==> src/rtl/ctrl_pkg.sv <==
// Opcodes, ALU function codes, sequencer states and the EXECUTE strobe bundle
// shared by the accumulator-CPU control unit and its instruction decoder.
package ctrl_pkg;

  localparam int unsigned OP_W   = 4;
  localparam int unsigned FUNC_W = 3;

  localparam logic [OP_W-1:0] OP_JC     = 4'b0000;
  localparam logic [OP_W-1:0] OP_JNC    = 4'b0001;
  localparam logic [OP_W-1:0] OP_CMPI   = 4'b0010;
  localparam logic [OP_W-1:0] OP_CMPIN  = 4'b0011;
  localparam logic [OP_W-1:0] OP_LIT    = 4'b0100;
  localparam logic [OP_W-1:0] OP_IN     = 4'b0101;
  localparam logic [OP_W-1:0] OP_NOP    = 4'b0110;
  localparam logic [OP_W-1:0] OP_OUT    = 4'b0111;
  localparam logic [OP_W-1:0] OP_JZ     = 4'b1000;
  localparam logic [OP_W-1:0] OP_JNZ    = 4'b1001;
  localparam logic [OP_W-1:0] OP_ADDI   = 4'b1010;
  localparam logic [OP_W-1:0] OP_ADDIN  = 4'b1011;
  localparam logic [OP_W-1:0] OP_JMP    = 4'b1100;
  localparam logic [OP_W-1:0] OP_HALT   = 4'b1101;
  localparam logic [OP_W-1:0] OP_NANDI  = 4'b1110;
  localparam logic [OP_W-1:0] OP_NANDIN = 4'b1111;

  localparam logic [FUNC_W-1:0] ALU_PASS_A = 3'b000;
  localparam logic [FUNC_W-1:0] ALU_SUB    = 3'b001;
  localparam logic [FUNC_W-1:0] ALU_PASS_B = 3'b010;
  localparam logic [FUNC_W-1:0] ALU_ADD    = 3'b011;
  localparam logic [FUNC_W-1:0] ALU_NAND   = 3'b100;

  typedef enum logic [1:0] {
    ST_FETCH   = 2'd0,
    ST_EXECUTE = 2'd1,
    ST_HALT    = 2'd2,
    ST_WAIT    = 2'd3
  } state_e;

  typedef struct packed {
    logic              ct_load;
    logic              ct_en;
    logic              fetch_en;
    logic              tri1_en;
    logic              in_oe;
    logic              tri2_en;
    logic              acc_en;
    logic              out_load;
    logic [FUNC_W-1:0] alu_func;
    logic              flag_upd;
    logic              halt_req;
  } strobe_t;

endpackage

==> src/rtl/instr_decoder.sv <==
// Combinational decode of the latched opcode and registered flags into the
// EXECUTE-phase strobe bundle, including conditional-jump resolution.
module instr_decoder
  import ctrl_pkg::*;
(
  input  logic [OP_W-1:0] instr,
  input  logic            c_flag,
  input  logic            z_flag,
  output strobe_t         strb
);

  logic jump;
  logic taken;

  always_comb begin
    strb  = '0;
    jump  = 1'b0;
    taken = 1'b0;
    case (instr)
      OP_JC:     begin jump = 1'b1; taken = c_flag;  end
      OP_JNC:    begin jump = 1'b1; taken = ~c_flag; end
      OP_JZ:     begin jump = 1'b1; taken = z_flag;  end
      OP_JNZ:    begin jump = 1'b1; taken = ~z_flag; end
      OP_JMP:    begin jump = 1'b1; taken = 1'b1;    end
      OP_CMPI:   begin strb.tri1_en = 1'b1; strb.alu_func = ALU_SUB; strb.flag_upd = 1'b1; end
      OP_CMPIN:  begin strb.in_oe   = 1'b1; strb.alu_func = ALU_SUB; strb.flag_upd = 1'b1; end
      OP_LIT:    begin strb.tri1_en = 1'b1; strb.alu_func = ALU_PASS_B; strb.acc_en = 1'b1; end
      OP_IN:     begin strb.in_oe   = 1'b1; strb.alu_func = ALU_PASS_B; strb.acc_en = 1'b1; end
      OP_OUT:    begin strb.alu_func = ALU_PASS_A; strb.tri2_en = 1'b1; strb.out_load = 1'b1; end
      OP_ADDI:   begin strb.tri1_en = 1'b1; strb.alu_func = ALU_ADD; strb.acc_en = 1'b1; strb.flag_upd = 1'b1; end
      OP_ADDIN:  begin strb.in_oe   = 1'b1; strb.alu_func = ALU_ADD; strb.acc_en = 1'b1; strb.flag_upd = 1'b1; end
      OP_NANDI:  begin strb.tri1_en = 1'b1; strb.alu_func = ALU_NAND; strb.acc_en = 1'b1; strb.flag_upd = 1'b1; end
      OP_NANDIN: begin strb.in_oe   = 1'b1; strb.alu_func = ALU_NAND; strb.acc_en = 1'b1; strb.flag_upd = 1'b1; end
      OP_HALT:   strb.halt_req = 1'b1;
      default:   ;
    endcase
    // Untaken jumps still advance the PC past the address byte.
    if (jump) begin
      strb.ct_load = taken;
      strb.ct_en   = ~taken;
    end
  end

endmodule

==> src/rtl/control_unit.sv <==
// Fetch/execute sequencer with C/Z flag register for the 4-bit accumulator CPU.
// Define CTRL_STEP_EN to add the step port and a WAIT state between instructions.
module control_unit
  import ctrl_pkg::*;
(
  input  logic              clk,
  input  logic              reset,
  input  logic [OP_W-1:0]   instr,
  input  logic              carry,
  input  logic              zero,
`ifdef CTRL_STEP_EN
  input  logic              step,
`endif
  output logic              ct_load,
  output logic              ct_en,
  output logic              fetch_en,
  output logic              tri1_en,
  output logic              in_oe,
  output logic              tri2_en,
  output logic              acc_en,
  output logic              out_load,
  output logic [FUNC_W-1:0] alu_func,
  output logic              c_flag,
  output logic              z_flag,
  output logic              phase,
  output logic              halted
);

  state_e  state_q, state_d;
  logic    c_q, z_q;
  strobe_t dec;
  strobe_t strb_c;
  logic    step_rise;

  instr_decoder u_dec (
    .instr  (instr),
    .c_flag (c_q),
    .z_flag (z_q),
    .strb   (dec)
  );

`ifdef CTRL_STEP_EN
  logic step_q;

  always_ff @(posedge clk or negedge reset) begin
    if (!reset) step_q <= 1'b0;
    else        step_q <= step;
  end

  assign step_rise = step & ~step_q;
`else
  assign step_rise = 1'b0;
`endif

  always_ff @(posedge clk or negedge reset) begin
    if (!reset) state_q <= ST_FETCH;
    else        state_q <= state_d;
  end

  always_comb begin
    state_d = state_q;
    strb_c  = '0;
    case (state_q)
      ST_FETCH: begin
        strb_c.fetch_en = 1'b1;
        strb_c.ct_en    = 1'b1;
        state_d         = ST_EXECUTE;
      end
      ST_EXECUTE: begin
        strb_c = dec;
        if (dec.halt_req) begin
          state_d = ST_HALT;
        end else begin
`ifdef CTRL_STEP_EN
          state_d = ST_WAIT;
`else
          state_d = ST_FETCH;
`endif
        end
      end
      ST_WAIT: begin
        if (step_rise) state_d = ST_FETCH;
      end
      ST_HALT: state_d = ST_HALT;
      default: state_d = ST_FETCH;
    endcase
  end

  always_ff @(posedge clk or negedge reset) begin
    if (!reset) begin
      c_q <= 1'b0;
      z_q <= 1'b0;
    end else if (state_q == ST_EXECUTE && dec.flag_upd) begin
      c_q <= carry;
      z_q <= zero;
    end
  end

  // Strobes are forced low for as long as reset is held, not just after the edge.
  always_comb begin
    ct_load  = reset & strb_c.ct_load;
    ct_en    = reset & strb_c.ct_en;
    fetch_en = reset & strb_c.fetch_en;
    tri1_en  = reset & strb_c.tri1_en;
    in_oe    = reset & strb_c.in_oe;
    tri2_en  = reset & strb_c.tri2_en;
    acc_en   = reset & strb_c.acc_en;
    out_load = reset & strb_c.out_load;
    alu_func = reset ? strb_c.alu_func : ALU_PASS_A;
  end

  assign c_flag = c_q;
  assign z_flag = z_q;
  assign phase  = (state_q == ST_EXECUTE);
  assign halted = (state_q == ST_HALT);

endmodule

==> config.mk <==
export PLATFORM = sky130hd
export DESIGN_NAME = control_unit
export DESIGN_NICKNAME = d
export VERILOG_FILES = /design/src/rtl/ctrl_pkg.sv /design/src/rtl/instr_decoder.sv /design/src/rtl/control_unit.sv
export SDC_FILE = /design/constraint.sdc
export NUM_CORES = 1
export LEC_CHECK = 0
export ABC_AREA = 1
export BUFFER_PORTS_ARGS = -buffer_cell sky130_fd_sc_hd__clkbuf_2
export CORE_AREA = 2 2 39 41
export CTS_BUF_LIST = sky130_fd_sc_hd__clkbuf_8
export CTS_CLUSTER_DIAMETER = 30
export DETAILED_ROUTE_END_ITERATION = 12
export DIE_AREA = 0 0 41 43
export GPL_TIMING_DRIVEN = 0
export SYNTH_ARGS = -nofsm -noshare
export SYNTH_HDL_FRONTEND = slang
export SYNTH_SLANG_ARGS = --single-unit
==> constraint.sdc <==
create_clock -name clk -period 3.5 [get_ports clk]
set_input_delay 1.05 -clock clk [delete_from_list [all_inputs] [get_ports clk]]
set_output_delay 1.05 -clock clk [all_outputs]
set_load 0.01 [all_outputs]
==> results of run 1 <==
## cells in the final DEF, fill, tap and decap left out
| master | count |
|---|---|
| nor2_1 | 9 |
| ha_1 | 5 |
| dfrtp_1 | 4 |
| clkbuf_2 | 21 |
| inv_1 | 12 |
| nand2_2 | 1 |
| nor2_2 | 1 |
| nand2_1 | 18 |
| o21ai_0 | 2 |
| a21oi_2 | 2 |
| buf_6 | 1 |
| nor3_1 | 3 |
| buf_4 | 1 |
| clkbuf_8 | 3 |
| a21oi_1 | 4 |
| inv_2 | 3 |
| nand3_1 | 7 |
| nor4_1 | 1 |
## stage by stage
stage,std cells,hold slack (ns),total power [mW],area [sq um],util (%)
5_1_grt,114,0.586,0.170,622,44.9
3_3_place_gp,111,0.523,0.0673,581,42.0
3_5_place_dp,111,0.531,0.0674,581,42.0
4_1_cts,114,0.538,0.165,622,44.9
6_report,114,0.533,0.161,622,44.9
2_1_floorplan,74,0.494,0.0586,455,-
## critical path, stage by stage
cell and delay (ns):
clkbuf_2 0.17, nand2_1 0.21, nor4_1 0.37, buf_4 0.17, clkbuf_2 0.12
## cell usage after synthesis
cell	n	share of area [%]
inv_1	12	9.9
nor3_1	3	3.3
nand3_1	7	7.7
buf_4	1	1.6
nor2_1	9	7.4
a21oi_2	2	3.8
ha_1	5	14
nand2_2	1	1.4
buf_6	1	2.5
nor4_1	1	1.4
nor2_2	1	1.4
dfrtp_1	4	22
nand2_1	18	15
inv_2	3	2.5
a21oi_1	4	4.4
o21ai_0	2	2.2
## kinds of logic after synthesis
| kind of cell | synth area share [%] |
|---|---|
| flip-flops | 22.0 |
| buffers and inverters | 16.5 |
| adder cells (fa/ha/maj) | 13.7 |
| AND/OR/NAND/NOR | 37.4 |
| AO/OA/AOI/OAI | 10.4 |
## worst min-delay path by stage
stage | end | from | slack [ns] | depth (start not counted)
2_1_floorplan | state_q[1]$_DFFE_PN0P_ | state_q[1]$_DFFE_PN0P_ | 0.49 | 2
3_3_place_gp | state_q[1]$_DFFE_PN0P_ | state_q[1]$_DFFE_PN0P_ | 0.52 | 2
3_5_place_dp | state_q[1]$_DFFE_PN0P_ | state_q[1]$_DFFE_PN0P_ | 0.53 | 2
4_1_cts | state_q[1]$_DFFE_PN0P_ | state_q[1]$_DFFE_PN0P_ | 0.54 | 2
5_1_grt | c_flag$_DFFE_PN0P_ | c_flag$_DFFE_PN0P_ | 0.59 | 2
6_report | state_q[1]$_DFFE_PN0P_ | state_q[1]$_DFFE_PN0P_ | 0.53 | 2
## state kept, by name (all words and copies together), names as in the netlist
register and cells:
state_q 2, c_flag 1, z_flag 1
## power breakdown
part           leakage, nW  switching, mW  total, mW  internal [mW]
sequential          0.0402              0     0.0466         0.0466
combinational        0.303         0.0131     0.0202        0.00707
clock               0.0216         0.0215     0.0946         0.0731
## metal layers
metal / share of wire (%) / global-route usage [%]
met5: 0 / 0
met4: 0 / 8.00
met3: 4.1 / 4.71
met2: 47 / 19.4
met1: 48 / 19.0
## final cells by class
| cell class | instances | area share [%] |
|---|---|---|
| Timing Repair Buffer | 21 | 16.9 |
| Buffer | 2 | 3.02 |
| Clock buffer | 3 | 6.64 |
| Sequential cell | 4 | 16.1 |
| Multi-Input combinational cell | 53 | 45.1 |
| Inverter | 15 | 9.05 |
| Tap cell | 16 | 3.22 |
==> flow_summary_export.csv, run 1 <==
group,metric,value,unit
drt,drtPass1Iterations,4,
cts,clockBufferDepth,2,
layout,diodes,0,
worst_setup_path,timing.rr.end,"z_flag$_DFFE_PN0P_",
drt,vias,518,
worst_setup_path,cp.required,2.45,ns
layout,n_fill_cell,158,
die,dieArea,1760,sq um
worst_setup_path,startpoint_type,"input port",
cts,cts.repair.resized,0,
worst_setup_path,crit_path_end,"tri2_en",
drt,drc_errors,0,
sta,rsz0062_at_grt,"false",
cts,h-tree-depth,1,
sta,worst_pin_slew,0.343,ns
sta,skew,0.000900,ns
die,ios,23,
placed_design,dp_hpwl,806,um
yosys,syn_area,455,sq um
min_path,hp-class,"flop to flop",
sta,finalHoldViolations,0,
worst_setup_path,end_kind,"output pin",
drt,wl_per_cell,8.51,um
cts,postCtsSetupBuffers,0,
yosys,synth_nets,87,
worst_setup_path,cp_max_fo,8,
drt,detail-route-antenna-nets,0,
layout,nets,113,
yosys,ys_ff_latch,4,
sta,fin_crit_sh,89.7,%
cts,cts_tree,"yes",
power,power.density,259,nW/um^2
cts,clk_pin_slew_worst_paths,0.03,ns
yosys,yosys.cell_types.count,16,
yosys,ys_warn_count,0,
flow_run,maxCapViolCount,0,
cts,clkLatencyLatePin,0.21,ns
placed_design,place_congestion,0.746,
drt,wl,970,um
cts,cts_hold_buf,0,
layout,drive_above_1_share,33.7,%
yosys,synth_seq_area_share,22.0,%
grt,grt_pass1_wl,1700,um
status,run_status,"finished, final reports clean",
sta,max_freq,318,MHz
grt,antenna_found_initial,0,
die,chipHeight,43,um
sta,period_needed,3.14,ns
sta,max-slew-margin-rel,76.9,%
drt,routed_via_density,4.54,
worst_setup_path,cp.arrival,2.09,ns
sta,setup_tns,0,ns
yosys,avgSynthCellArea,6.15,sq um
sta,setup_ws,0.360,ns
worst_setup_path,r2r_start,"state_q[1]$_DFFE_PN0P_",
die,core_area,1380,sq um
layout,seq_area,100,sq um
die,rows,14,
placed_design,port_buffers,21,
power,vdd_ir_drop_max,0.194,mV
grt,grt_pass1_vias,427,
cts,cts-buffers-inserted,3,
cts,root_buffer,"clkbuf_8",
worst_setup_path,setup.worst_path.start,"reset",
power,leakage,0.364,nW
die,die_w,41,um
cts,clock_sinks,4,
drt,drt_iter0_markers,12,
grt,track_usage,14.2,%
grt,grt_remaining_overflow,0,
worst_setup_path,r2r_cells,5,
sta,setup_viol,0,
layout,multi_input_area,280,sq um
yosys,syn_inst,74,
layout,area_growth_syn_to_layout,36.5,%
placed_design,dp_slack,0.349,ns
sta,slew_violations,0,
worst_setup_path,crit_type,"input port to output pin",
die,start_util,32.9,%
grt,grt_max_degree,9,
worst_setup_path,reg2reg_slack,2.30,ns
(Power assumes the default switching activity.)
==> run 2: changes to the inputs <==
Settings changed: REMOVE_ABC_BUFFERS from default to 1.
==> flow_summary_export.csv, run 2 (synthesis gave the netlist of run 1 again) <==
group,metric,value,unit
drt,routed_via_density,4.51,
placed_design,place_congestion,0.749,
cts,clock_sinks,4,
cts,cts_hold_buf,0,
layout,drive_above_1_share,33.0,%
worst_setup_path,path_buf_inv,2,
sta,fin_crit_sh,86.6,%
die,dieArea,1760,sq um
power,vdd_ir_drop_max,0.230,mV
layout,n_fill_cell,158,
worst_setup_path,cp.arrival,1.98,ns
worst_setup_path,cp_top_family,"simple AND/OR/NAND/NOR gates",
layout,multi_input_area,280,sq um
cts,clockBufferDepth,2,
drt,drtPass1Iterations,4,
placed_design,dp_hpwl,863,um
layout,nets,112,
layout,area_growth_syn_to_layout,33.5,%
drt,vias,510,
placed_design,port_buffers,22,
placed_design,post-place-cells,110,
worst_setup_path,cp_max_fo,8,
layout,max_flop_register,"state_q",
drt,drt_iter0_markers,8,
min_path,hp-class,"flop to flop",
grt,track_usage,13.5,%
layout,largest_reg_flops,2,
die,ios,23,
worst_setup_path,end_kind,"output pin",
worst_setup_path,slowest_delay,0.36,ns
grt,grt_pass1_wl,1680,um
die,chipHeight,43,um
layout,seq_area,100,sq um
sta,setup_ws,0.467,ns
worst_setup_path,crit_path_top_delay_cell,"nor4_1",
die,die_w,41,um
worst_setup_path,startpoint_type,"input port",
sta,setup_viol,0,
die,core_area,1380,sq um
sta,hold_ws,0.538,ns
worst_setup_path,crit_type,"input port to output pin",
power,leakage,0.357,nW
grt,grt_remaining_overflow,0,
cts,cts-buffers-inserted,3,
worst_setup_path,cp.required,2.45,ns
drt,wl_per_cell,9.08,um
layout,diodes,0,
die,rows,14,
grt,grt_pass1_vias,442,
drt,wl,1030,um
power,power.density,268,nW/um^2
sta,slew_violations,0,
drt,drc_errors,0,
sta,finalHoldViolations,0,
cts,h-tree-depth,1,
cts,postCtsSetupBuffers,0,
layout,final_common_cell,"clkbuf_2",
cts,clkLatencyLatePin,0.21,ns
cts,root_buffer,"clkbuf_8",
cts,clk_pin_slew_worst_paths,0.03,ns
cts,cts_tree,"yes",
sta,skew,0.0000713,ns
die,start_util,32.9,%
layout,final_cell_mix,"clkbuf_2 (22), nand2_1 (18), inv_1 (12), nor2_1 (9), nand3_1 (7)",
sta,period_needed,3.03,ns
grt,grt_max_degree,9,
status,run_status,"finished, final reports clean",
placed_design,dp_slack,0.428,ns
drt,detail-route-antenna-nets,0,
sta,max-slew-margin-rel,77.6,%
cts,cts.repair.resized,0,
worst_setup_path,cpMostUsedCell,"clkbuf_2",
sta,setup_tns,0,ns
flow_run,maxCapViolCount,0,
sta,max_freq,330,MHz
grt,antenna_found_initial,0,
layout,final_util,43.9,%
sta,worst_pin_slew,0.333,ns
sta,rsz0062_at_grt,"false",
worst_setup_path,crit_chain,"clkbuf_2 > nand2_1 > nor4_1 > clkbuf_2",
layout,finalNonFillerCells,113,
==> run 2: cell types whose count changed in the layout (fill, tap and decap cells not counted), sizes merged <==
cell	change
buf	-2
clkbuf	+1
==> run 2: path summary, 6_finish.rpt <==
check,start,endpoint,slack [ns],cells after the start
setup / recovery,reset,out_load,0.47,4
hold / removal,state_q[1]$_DFFE_PN0P_,state_q[1]$_DFFE_PN0P_,0.54,2
setup reg to reg,state_q[1]$_DFFE_PN0P_,z_flag$_DFFE_PN0P_,2.32,5
hold reg to reg,state_q[1]$_DFFE_PN0P_,state_q[1]$_DFFE_PN0P_,0.54,2
max in group asynchronous,reset,z_flag$_DFFE_PN0P_,2.70,1
min in group asynchronous,reset,state_q[0]$_DFFE_PN0P_,0.66,1
==> run 2: routing by layer <==
metal | global-route usage [%] | wire (um) | share of wire, % | up-vias
met1 | 16.3 | 454 | 44 | 218
met2 | 21.9 | 490 | 48 | 18
li1 | - | - | - | 274
met3 | 2.62 | 81 | 7.9 | 0
met5 | 0 | 0 | 0 | -
met4 | 6.00 | 0 | 0 | 0
==> run 2: cell type report <==
cell class | count | area share [%]
sequential | 4 | 16.5
timing repair buffer | 22 | 18.1
clock buffer | 3 | 6.79
multi-input combinational | 53 | 46.1
inverter | 15 | 9.26
tap | 16 | 3.29
==> run 2: worst register-to-register path: cells and delay by family (launching register included) <==
family,cells,cell delay (ns)
AOI/OAI and AO/OA,1,0.05
buffers and inverters,1,0.11
adders and majority gates,1,0.22
and+or+nand+nor,2,0.28
DFF,1,0.40
==> run 2: power by group <==
| group | switching [mW] | leakage (nW) | internal [mW] |
|---|---|---|---|
| registers | 0 | 0.0402 | 0.0466 |
| clock network | 0.0233 | 0.0216 | 0.0733 |
| logic | 0.0134 | 0.295 | 0.00630 |
| total | 0.0367 | 0.357 | 0.126 |
==> run 2: per-stage QoR <==
stage,cell area [sq um],total power [mW]
CTS,608,0.167
finish,608,0.163
global route,608,0.170
floorplan,437,0.0565
detailed placement,567,0.0670
global placement,567,0.0669
